--- config.mk ---
export PLATFORM = sky130hd
export DESIGN_NAME = header_stripper_flat
export DESIGN_NICKNAME = d
export VERILOG_FILES = /design/src/rtl/header_stripper_if.sv /design/src/rtl/header_stripper.sv /design/src/flat_wrapper.sv
export SDC_FILE = /design/constraint.sdc
export NUM_CORES = 1
export LEC_CHECK = 0
export ABC_AREA = 1
export CORE_AREA = 2 2 207 209
export CTS_BUF_LIST = sky130_fd_sc_hd__clkbuf_8
export DETAILED_ROUTE_END_ITERATION = 10
export DIE_AREA = 0 0 209 211
export PLACE_DENSITY = 0.81
export RECOVER_POWER = 100
export SKIP_CTS_REPAIR_TIMING = 1
export SLEW_MARGIN = 20
export SYNTH_ARGS = -nofsm -noshare
export SYNTH_HDL_FRONTEND = slang
export SYNTH_SLANG_ARGS = --single-unit
--- constraint.sdc ---
create_clock -name clk -period 1.78 [get_ports clk]
set_input_delay 0.534 -clock clk [delete_from_list [all_inputs] [get_ports clk]]
set_output_delay 0.534 -clock clk [all_outputs]
set_load 0.05 [all_outputs]
--- src/rtl/header_stripper_if.sv ---
// avalon_st_if: Avalon-ST style streaming bus (valid/ready handshake with
// packet framing).
//   valid, ready : beat handshake; a beat moves when both are high
//   data         : DATA_WIDTH payload word
//   sop, eop     : first / last beat of a packet
//   empty        : unused bytes in the eop beat
// The master modport drives the beat and the slave modport drives ready.
interface avalon_st_if #(
  parameter int unsigned DATA_WIDTH = 128
);
  localparam int unsigned EMPTY_WIDTH = (DATA_WIDTH > 8) ? $clog2(DATA_WIDTH / 8) : 1;

  logic                   valid;
  logic                   ready;
  logic [DATA_WIDTH-1:0]  data;
  logic                   sop;
  logic                   eop;
  logic [EMPTY_WIDTH-1:0] empty;

  modport master (output valid, data, sop, eop, empty, input ready);
  modport slave  (input valid, data, sop, eop, empty, output ready);
endinterface

--- src/rtl/header_stripper.sv ---
// header_stripper: removes the first HEADER_SIZE bits (HEADER_SIZE/DATA_WIDTH
// beats) of every packet, publishes them on header_data and passes the
// remaining payload through with zero latency.
//   clk, rst_n      : clock, synchronous active-low reset
//   data_in         : incoming packets (slave side)
//   data_out        : payload with the header removed (master side)
//   header_data     : last complete header, packet word 0 in the MSBs
//   header_valid    : one-cycle pulse when header_data updates
//   runt_err        : one-cycle pulse when a packet ends inside its header
// Optional macro HEADER_STRIPPER_CHECK_EN adds expected_header / hdr_mismatch;
// a packet whose header differs from expected_header is consumed and dropped.
module header_stripper #(
  parameter int unsigned DATA_WIDTH  = 128,
  parameter int unsigned HEADER_SIZE = 256
) (
  input  logic                   clk,
  input  logic                   rst_n,
  avalon_st_if.slave             data_in,
  avalon_st_if.master            data_out,
  output logic [HEADER_SIZE-1:0] header_data,
  output logic                   header_valid,
  output logic                   runt_err
`ifdef HEADER_STRIPPER_CHECK_EN
  ,
  input  logic [HEADER_SIZE-1:0] expected_header,
  output logic                   hdr_mismatch
`endif
);

  localparam int unsigned HEADER_WORD_COUNT = HEADER_SIZE / DATA_WIDTH;
  localparam int unsigned CNT_W = (HEADER_WORD_COUNT > 1) ? $clog2(HEADER_WORD_COUNT) : 1;
  localparam logic [CNT_W-1:0] LAST_SLOT = CNT_W'(HEADER_WORD_COUNT - 1);

  typedef enum logic [1:0] {
    IDLE_ST,
    HEADER_ST,
    DATA_ST
`ifdef HEADER_STRIPPER_CHECK_EN
    ,
    DROP_ST
`endif
  } state_t;

  state_t                 state_q, state_d;
  logic [CNT_W-1:0]       cnt_q, cnt_d;
  logic [HEADER_SIZE-1:0] hdr_buf_q, hdr_buf_d;
  logic [HEADER_SIZE-1:0] header_data_d;
  logic                   header_valid_d;
  logic                   runt_err_d;
  logic                   sop_pend_q, sop_pend_d;
  logic                   cap;
  logic [CNT_W-1:0]       slot;
`ifdef HEADER_STRIPPER_CHECK_EN
  logic                   hdr_mismatch_d;
`endif

  // State and output registers
  always_ff @(posedge clk) begin
    if (!rst_n) begin
      state_q      <= IDLE_ST;
      cnt_q        <= '0;
      hdr_buf_q    <= '0;
      header_data  <= '0;
      header_valid <= 1'b0;
      runt_err     <= 1'b0;
      sop_pend_q   <= 1'b1;
`ifdef HEADER_STRIPPER_CHECK_EN
      hdr_mismatch <= 1'b0;
`endif
    end else begin
      state_q      <= state_d;
      cnt_q        <= cnt_d;
      hdr_buf_q    <= hdr_buf_d;
      header_data  <= header_data_d;
      header_valid <= header_valid_d;
      runt_err     <= runt_err_d;
      sop_pend_q   <= sop_pend_d;
`ifdef HEADER_STRIPPER_CHECK_EN
      hdr_mismatch <= hdr_mismatch_d;
`endif
    end
  end

  // Next-state logic and the zero-latency stream outputs
  always_comb begin
    state_d        = state_q;
    cnt_d          = cnt_q;
    hdr_buf_d      = hdr_buf_q;
    header_data_d  = header_data;
    header_valid_d = 1'b0;
    runt_err_d     = 1'b0;
    sop_pend_d     = sop_pend_q;
`ifdef HEADER_STRIPPER_CHECK_EN
    hdr_mismatch_d = 1'b0;
`endif
    cap            = 1'b0;
    slot           = '0;

    data_in.ready  = 1'b1;
    data_out.valid = 1'b0;
    data_out.data  = '0;
    data_out.sop   = 1'b0;
    data_out.eop   = 1'b0;
    data_out.empty = '0;

    case (state_q)
      // Only a sop beat starts a header; anything else realigns by discard
      IDLE_ST: begin
        cap  = data_in.valid & data_in.sop;
        slot = '0;
      end

      // Header beats are always accepted, downstream backpressure is irrelevant
      HEADER_ST: begin
        cap  = data_in.valid;
        slot = cnt_q;
      end

      DATA_ST: begin
        data_in.ready  = data_out.ready;
        data_out.valid = data_in.valid;
        data_out.data  = data_in.data;
        data_out.sop   = sop_pend_q;
        data_out.eop   = data_in.eop;
        data_out.empty = data_in.eop ? data_in.empty : '0;
        if (data_in.valid && data_out.ready) begin
          sop_pend_d = 1'b0;
          if (data_in.eop) begin
            state_d    = IDLE_ST;
            cnt_d      = '0;
            sop_pend_d = 1'b1;
          end
        end
      end

`ifdef HEADER_STRIPPER_CHECK_EN
      // Rejected packet: swallow the payload up to eop
      DROP_ST: begin
        if (data_in.valid && data_in.eop) begin
          state_d = IDLE_ST;
        end
      end
`endif

      default: state_d = IDLE_ST;
    endcase

    // Header word capture, shared by IDLE_ST (word 0) and HEADER_ST
    if (cap) begin
      for (int k = 0; k < int'(HEADER_WORD_COUNT); k++) begin
        if (CNT_W'(k) == slot) begin
          hdr_buf_d[HEADER_SIZE-1-k*DATA_WIDTH -: DATA_WIDTH] = data_in.data;
        end
      end
      if (slot == LAST_SLOT) begin
        header_data_d  = hdr_buf_d;
        header_valid_d = 1'b1;
        cnt_d          = '0;
`ifdef HEADER_STRIPPER_CHECK_EN
        hdr_mismatch_d = (hdr_buf_d != expected_header);
`endif
        if (data_in.eop) begin
          state_d = IDLE_ST;
        end
`ifdef HEADER_STRIPPER_CHECK_EN
        else if (hdr_buf_d != expected_header) begin
          state_d = DROP_ST;
        end
`endif
        else begin
          state_d = DATA_ST;
        end
      end else if (data_in.eop) begin
        // Packet ended inside the header: drop the partial header
        runt_err_d = 1'b1;
        state_d    = IDLE_ST;
        cnt_d      = '0;
      end else begin
        state_d = HEADER_ST;
        cnt_d   = slot + CNT_W'(1);
      end
    end
  end

endmodule

--- src/flat_wrapper.sv ---
// flat-port wrapper written by rule: the top's interface ports become plain ports
module header_stripper_flat 
#(
  parameter int unsigned DATA_WIDTH  = 128,
  parameter int unsigned HEADER_SIZE = 256
)
  (clk, rst_n, header_data, header_valid, runt_err, data_in_valid, data_in_data, data_in_sop, data_in_eop, data_in_empty, data_in_ready, data_out_valid, data_out_data, data_out_sop, data_out_eop, data_out_empty, data_out_ready);
  avalon_st_if #(.DATA_WIDTH(DATA_WIDTH)) data_in_i ();
  avalon_st_if #(.DATA_WIDTH(DATA_WIDTH)) data_out_i ();
  input  logic clk;
  input  logic rst_n;
  output logic [HEADER_SIZE-1:0] header_data;
  output logic header_valid;
  output logic runt_err;
  input wire logic [$bits(data_in_i.valid)-1:0] data_in_valid;
  input wire logic [$bits(data_in_i.data)-1:0] data_in_data;
  input wire logic [$bits(data_in_i.sop)-1:0] data_in_sop;
  input wire logic [$bits(data_in_i.eop)-1:0] data_in_eop;
  input wire logic [$bits(data_in_i.empty)-1:0] data_in_empty;
  output wire logic [$bits(data_in_i.ready)-1:0] data_in_ready;
  output wire logic [$bits(data_out_i.valid)-1:0] data_out_valid;
  output wire logic [$bits(data_out_i.data)-1:0] data_out_data;
  output wire logic [$bits(data_out_i.sop)-1:0] data_out_sop;
  output wire logic [$bits(data_out_i.eop)-1:0] data_out_eop;
  output wire logic [$bits(data_out_i.empty)-1:0] data_out_empty;
  input wire logic [$bits(data_out_i.ready)-1:0] data_out_ready;
  assign data_in_i.valid = data_in_valid;
  assign data_in_i.data = data_in_data;
  assign data_in_i.sop = data_in_sop;
  assign data_in_i.eop = data_in_eop;
  assign data_in_i.empty = data_in_empty;
  assign data_in_ready = data_in_i.ready;
  assign data_out_valid = data_out_i.valid;
  assign data_out_data = data_out_i.data;
  assign data_out_sop = data_out_i.sop;
  assign data_out_eop = data_out_i.eop;
  assign data_out_empty = data_out_i.empty;
  assign data_out_i.ready = data_out_ready;
  header_stripper #(.DATA_WIDTH(DATA_WIDTH), .HEADER_SIZE(HEADER_SIZE)) u_core (.clk(clk), .rst_n(rst_n), .data_in(data_in_i), .data_out(data_out_i), .header_data(header_data), .header_valid(header_valid), .runt_err(runt_err));
endmodule
======== Word-level counts from Yosys, hierarchy flattened ========
Index checks and enable logic that the tools add are counted.
word-level totals
  output and inout port bits .............. 394
  bits in registers ....................... 518
  word-level logic and storage cells ...... 54
  bits of input ports ..................... 138
operators by class
  bitwise logic cells ..................... 3
  muxes and demuxes ....................... 26
  reductions and logical operators ........ 12
  add/subtract/negate cells ............... 1
  equal/unequal tests ..................... 5
operator list
  cell                   number
  $mux W128              3
  $mux W1                14
  $mux W2                5
  $mux W4                2
  $reduce_and A2 Y1      3
  $reduce_and A3 Y1      2
  $reduce_bool A2 Y1     3
  $pmux W2 S2            1
  $ne A3 B1 Y1 const B   1
  $ne A3 B2 Y1 const B   1
  $reduce_or A3 Y1       1
  $eq A2 B1 Y1 const B   1
  $eq A2 B2 Y1 const B   1
  $logic_not A2 Y1       1
  $ne A2 B1 Y1 const B   1
  $not A1 Y1             2
  $pmux W1 S2            1
  $reduce_or A2 Y1       1
  $add A1 B1 Y1 const B  1
  $and A1 B1 Y1          1
  $logic_and A1 B1 Y1    1

======== Logic depth before layout (Yosys ltp) ========
Gate-level depths: netlist (run 1).
  word-level depth ........................ 6
  gate-level depth with buffers ........... 8
  gate-level depth less buffers ........... 6

======== Least setup slack after synthesis (run 1) ========
OpenSTA, ideal clock, no wires.
  kind .................................... register to output
  from .................................... reg u_core.state_q[1]
  to ...................................... out data_out_data[100]
  data required time ...................... 1.246 ns
  data arrival time ....................... 1.568 ns
  path buffers ............................ 2
  slack ................................... -0.322 ns
  cell stages (with the launch flop) ...... 5
  cell sequence ........................... dfxtp_1 nand2_1 clkbuf_1 clkbuf_1 nor2_1
between the ends
  longest elaborated chain between the ends .. 2
ends and longest elaborated chain
  item                      RTL line                text
  start: declaration        header_stripper.sv:44   state_t state_q, state_d;
  start signal: assignment  header_stripper.sv:71   state_q <= state_d;
  $eq A2 B2 Y1              header_stripper.sv:106  case (state_q)
  $mux W128                 header_stripper.sv:106
  end: declaration          flat_wrapper.sv:22      output wire logic [$bits(data_out_i.data)-1:0] data_out_data;
No other way between the ends.

======== Worst setup path after layout (run 1) ========
  from .................................... reg u_core.state_q[0]
  to ...................................... out data_out_data[28]
The elaborated chain is that of the path after synthesis.

==> flow_summary.toml, run 1 <==
[sta]
clock.fmax_ghz = 0.430
rsz0062_at_grt = "true"
finalHoldViolCount = 0
skew_ns = 0.0348
final-setup-viol-count = 136
finalMaxSlewViolations = 0
setup_tns_ns = -64.75
max-slew-margin-rel = 0.632
fin_crit_sh = 1.31
tightestPinTransition_ns = 0.552
setup_ws_ns = -0.548
min_period_ns = 2.33

[place]
io_buffers = 531
place.gp.congestion = 0.864
hpwl_um = 42400
dp_slack_ns = -0.460

[routing]
vias = 19000
wl_per_cell_um = 17.0
drc = 0
vias_per_cell = 4.93
drt_iter0_markers = 1517
first_pass_iters = 5
wl_um = 65700
ant_nets = 0

[global_route]
grt_pass1_vias = 17800
grt.overflow.total = 0
grt_usage = 0.262
grt_max_degree = 107
grt_pass1_wl_um = 92100
antenna_found_initial = 2

[job]
cap_violations = 0

[run_status]
violations = "setup timing"
status = "finished with violations"

[floorplanning]
core-area_um2 = 41800
io_pins = 532
die_height_um = 211
die_area_um2 = 44100
fp.dieW_um = 209
rows = 75
initial_core_util = 0.399

[yosys]
seq_area_frac_synth = 0.468
synthesis.area_um2 = 16700
syn_area_per_cell_um2 = 6.45
syn_inst = 2584
yosys_warnings = 0
ys_ff_latch = 390
ys_types = 19
synth_nets = 2722

[layout]
nets = 3403
final_layout_size_suffix_gt1_frac = 0.264
synthToLayoutAreaGrowth_pct = 70.4
final_util = 0.680

[critical_path]
cp_data_required_time_ns = 1.25
crit_arrival_ns = 1.79
startpoint_type = "register"
path_max_fanout = 8
criticalPathCategory = "reg -> out"
cp-end-kind = "output pin"
r2r_cells = 8

[clock_network]
cts_root_buffer = "clkbuf_8"
clock_latency_ns = 0.62
clk_pin_slew_worst_paths_ns = 0.06
cts_max_path_buffers = 3
cts_htree_levels = 3
cts_sinks = 390
cts_buffers = 67
cts_tree = "yes"

[min_path]
min_path_type = "in -> reg"
hold_depth = 3

[pwr]
power_density_nw_per_um2 = 702
peakVddDrop_v = 0.000507
p_leak_uw = 0.0134
==> flip-flops by register name, indices dropped and copies added, names as in the netlist <==
signal and count:
u_core.header_valid 1, u_core.hdr_buf_q 128, u_core.header_data 256, u_core.cnt_q 1
u_core.state_q 2, u_core.runt_err 1, u_core.sop_pend_q 1
==> final cells by class <==
class | count | area (um2)
repair buffers | 790 | 9820
well taps | 539 | 674
multi-input cells | 1707 | 7500
clock buffers | 87 | 1200
inverters | 309 | 1160
fillers | 2920 | 13400
clock inverters | 31 | 223
diodes | 1 | 2.50
flip-flops and latches | 390 | 7830
==> per-stage QoR <==
step | power [uW] | cells | hold slack, ns | instance area (um2)
finish | 19900 | 3854 | 0.251 | 28400
global route | 20700 | 3854 | 0.237 | 28400
CTS | 20000 | 3835 | 0.198 | 27500
detailed placement | 11400 | 3717 | 0.451 | 26100
global placement | 11300 | 3717 | 0.447 | 26100
floorplan | 10300 | 2584 | 0.440 | 16800
==> critical path: stages, from the launching register on <==
cell	delay [ns]
dfxtp_2	0.33
inv_4	0.08
nand2_8	0.11
buf_12	0.18
clkbuf_16	0.19
nor2_4	0.12
buf_12	0.15
==> placed cells by master, fill, tap and decap left out <==
master	count
diode_2	1
dfxtp_2	15
clkbuf_16	6
o21ai_1	3
buf_16	2
clkdlybuf4s50_1	135
nand3_1	144
or2_4	1
nand2_8	2
buf_4	366
dfxtp_1	375
clkbuf_8	87
inv_6	3
buf_6	13
inv_4	2
a21oi_1	141
nor4_1	1
nand4_1	1
inv_2	2
nor3_1	1
buf_12	268
nor2_2	29
nor2_4	68
nor2_1	603
inv_1	324
nand3_4	1
o21ai_0	71
nand2_1	641
bufinv_16	3
clkinv_2	4
clkinvlp_4	2
==> per-layer routing <==
metal / GRT usage / up-vias / part of all wire
met5: 0 / - / 0.00020
met4: 0.130 / 2 / 0.049
met3: 0.0761 / 182 / 0.084
met2: 0.444 / 899 / 0.48
met1: 0.303 / 8800 / 0.38
li1: - / 9102 / -
==> cell families after synthesis <==
family,Yosys count,synth area share
DFF,390,0.468
and+or+nand+nor,1492,0.348
AOI/OAI and AO/OA,215,0.0646
buffers and inverters,487,0.119
==> cells in the mapped netlist <==
| library cell | n | area share |
|---|---|---|
| buf_4 | 14 | 0.0063 |
| nor4_1 | 1 | 0.00038 |
| nor2_4 | 2 | 0.0014 |
| buf_2 | 76 | 0.023 |
| inv_1 | 306 | 0.069 |
| nor3_1 | 1 | 0.00030 |
| buf_1 | 2 | 0.00045 |
| nand2_2 | 1 | 0.00038 |
| dfxtp_1 | 390 | 0.47 |
| nand2_1 | 642 | 0.14 |
| o21ai_1 | 3 | 0.00090 |
| clkbuf_1 | 86 | 0.019 |
| nor2_1 | 698 | 0.16 |
| o21ai_0 | 71 | 0.021 |
| inv_2 | 3 | 0.00068 |
| or2_2 | 1 | 0.00038 |
| nand3_1 | 145 | 0.044 |
| a21oi_1 | 141 | 0.042 |
| nand4_1 | 1 | 0.00038 |
==> where the power goes <==
group	internal (uW)	leakage [uW]	switching (uW)
clock	4830	0.000799	3780
combinational	951	0.00945	1220
sequential	8990	0.00318	168
total	14800	0.0134	5170
==> final timing paths <==
kind	to	from	slack [ns]
setup / recovery	data_out_data[28]	u_core.state_q[0]$_SDFFE_PN0P_	-0.55
hold / removal	u_core.header_data[136]$_SDFFE_PN0P_	rst_n	0.25
setup reg to reg	u_core.hdr_buf_q[146]$_SDFFE_PN0P_	u_core.state_q[0]$_SDFFE_PN0P_	0.08
hold reg to reg	u_core.header_data[251]$_SDFFE_PN0P_	u_core.header_data[251]$_SDFFE_PN0P_	0.46
Note: power is estimated with default switching activity, not from simulation.
==> inputs of run 2 (changes only) <==
Settings changed: PLACE_DENSITY 0.81 to 0.74.
==> flow_summary.toml, run 2 (synthesis gave the netlist of run 1 again) <==
[floorplanning]
io_pins = 532
initial_core_util = 0.399
die_area_um2 = 44100
fp.dieW_um = 209
rows = 75
core-area_um2 = 41800
die_height_um = 211

[critical_path]
crit_path_cell_trace = "nand2_4 > clkbuf_16 > nor2_2 > buf_12"
criticalPathCategory = "reg -> out"
crit_arrival_ns = 1.74
cp_data_required_time_ns = 1.25
slowest_stage = "dfxtp_4"
path_max_fanout = 7
startpoint_type = "register"
cp-end-kind = "output pin"
cpPeakStageDelay_ns = 0.40

[routing]
drc = 0
vias_per_cell = 4.91
vias = 18800
wl_per_cell_um = 17.2
wl_um = 66000
ant_nets = 0
drt_iter0_markers = 1460
first_pass_iters = 8

[place]
place_inst = 3674
hpwl_um = 42200
io_buffers = 531
place.gp.congestion = 0.882

[sta]
finalHoldViolCount = 0
setup_tns_ns = -58.87
clock.fmax_ghz = 0.440
finalMaxSlewViolations = 0
final-setup-viol-count = 136
setup_ws_ns = -0.492
skew_ns = 0.0409
rsz0062_at_grt = "true"
tightestPinTransition_ns = 0.492
fin_crit_sh = 1.28
holdWs_ns = 0.299
max-slew-margin-rel = 0.672
min_period_ns = 2.27

[run_status]
status = "finished with violations"
violations = "setup timing"

[global_route]
grt_pass1_vias = 17900
antenna_found_initial = 2
grt_usage = 0.263
grt_pass1_wl_um = 93200
grt.overflow.total = 0
grt_max_degree = 91

[layout]
synthToLayoutAreaGrowth_pct = 70.4
top_regs = "u_core.header_data (256), u_core.hdr_buf_q (128), u_core.state_q (2)"
seq_area_um2 = 7810
diodes = 0
max_flop_register = "u_core.header_data"
multi_input_area_um2 = 7350
final_common_cell = "nand2_1"
stdcell_count = 3833
final_layout_size_suffix_gt1_frac = 0.257
nets = 3389
fillCellCount = 3146
final_cell_mix = "nand2_1 (639), nor2_1 (596), dfxtp_1 (388)"
largest_reg_flops = 256

[clock_network]
cts_root_buffer = "clkbuf_8"
cts_buffers = 68
cts_tree = "yes"
cts_max_path_buffers = 3
clk_pin_slew_worst_paths_ns = 0.06
clock_latency_ns = 0.62
cts_sinks = 390
cts_htree_levels = 3

[job]
cap_violations = 0

[min_path]
min_path_type = "in -> reg"

[pwr]
p_leak_uw = 0.0135
peakVddDrop_v = 0.000485
power_density_nw_per_um2 = 677
-- run 2: final cells by class --
cell class | instances | area share
Clock buffer | 79 | 0.0383
Clock inverter | 34 | 0.00639
Inverter | 309 | 0.0411
Multi-Input combinational cell | 1711 | 0.259
Sequential cell | 390 | 0.275
Tap cell | 539 | 0.0238
Timing Repair Buffer | 771 | 0.357
-- run 2: critical path: cells and delay by family (launching register included) --
family | cells | cell delay (ns)
flip-flops | 1 | 0.40
AND/OR/NAND/NOR | 2 | 0.33
buffers and inverters | 2 | 0.39
-- run 2: stage by stage --
stage	utilization	instance area, um2	setup slack (ns)	power, uW
after floorplan	-	16800	-0.322	10300
final	0.680	28400	-0.492	19200
after global routing	0.680	28400	-0.553	20000
after CTS	0.650	27100	-0.695	19300
after global placement	0.620	25900	-0.414	11300
after detailed placement	0.620	25900	-0.395	11400
-- run 2: worst paths after layout --
path              slack, ns                                  from  depth (start not counted)                                   end
setup / recovery      -0.49        u_core.state_q[1]$_SDFFE_PN0P_                          4                     data_out_data[99]
hold / removal         0.30                                 rst_n                          3  u_core.header_data[139]$_SDFFE_PN0P_
setup reg to reg       0.06        u_core.state_q[0]$_SDFFE_PN0P_                         12  u_core.header_data[210]$_SDFFE_PN0P_
hold reg to reg        0.46  u_core.header_data[119]$_SDFFE_PN0P_                          2  u_core.header_data[119]$_SDFFE_PN0P_
-- run 2: where the power goes --
part,total (uW),internal [uW],switching (uW)
sequential,9160,8990,170
clock,7920,4170,3750
combinational,2140,954,1180
total,19200,14100,5100
-- run 2: layer usage --
metal | routed length (um) | global-route usage
met5 | 26 | 0
met4 | 2950 | 0.127
met3 | 5260 | 0.0700
met2 | 31700 | 0.446
met1 | 26000 | 0.310
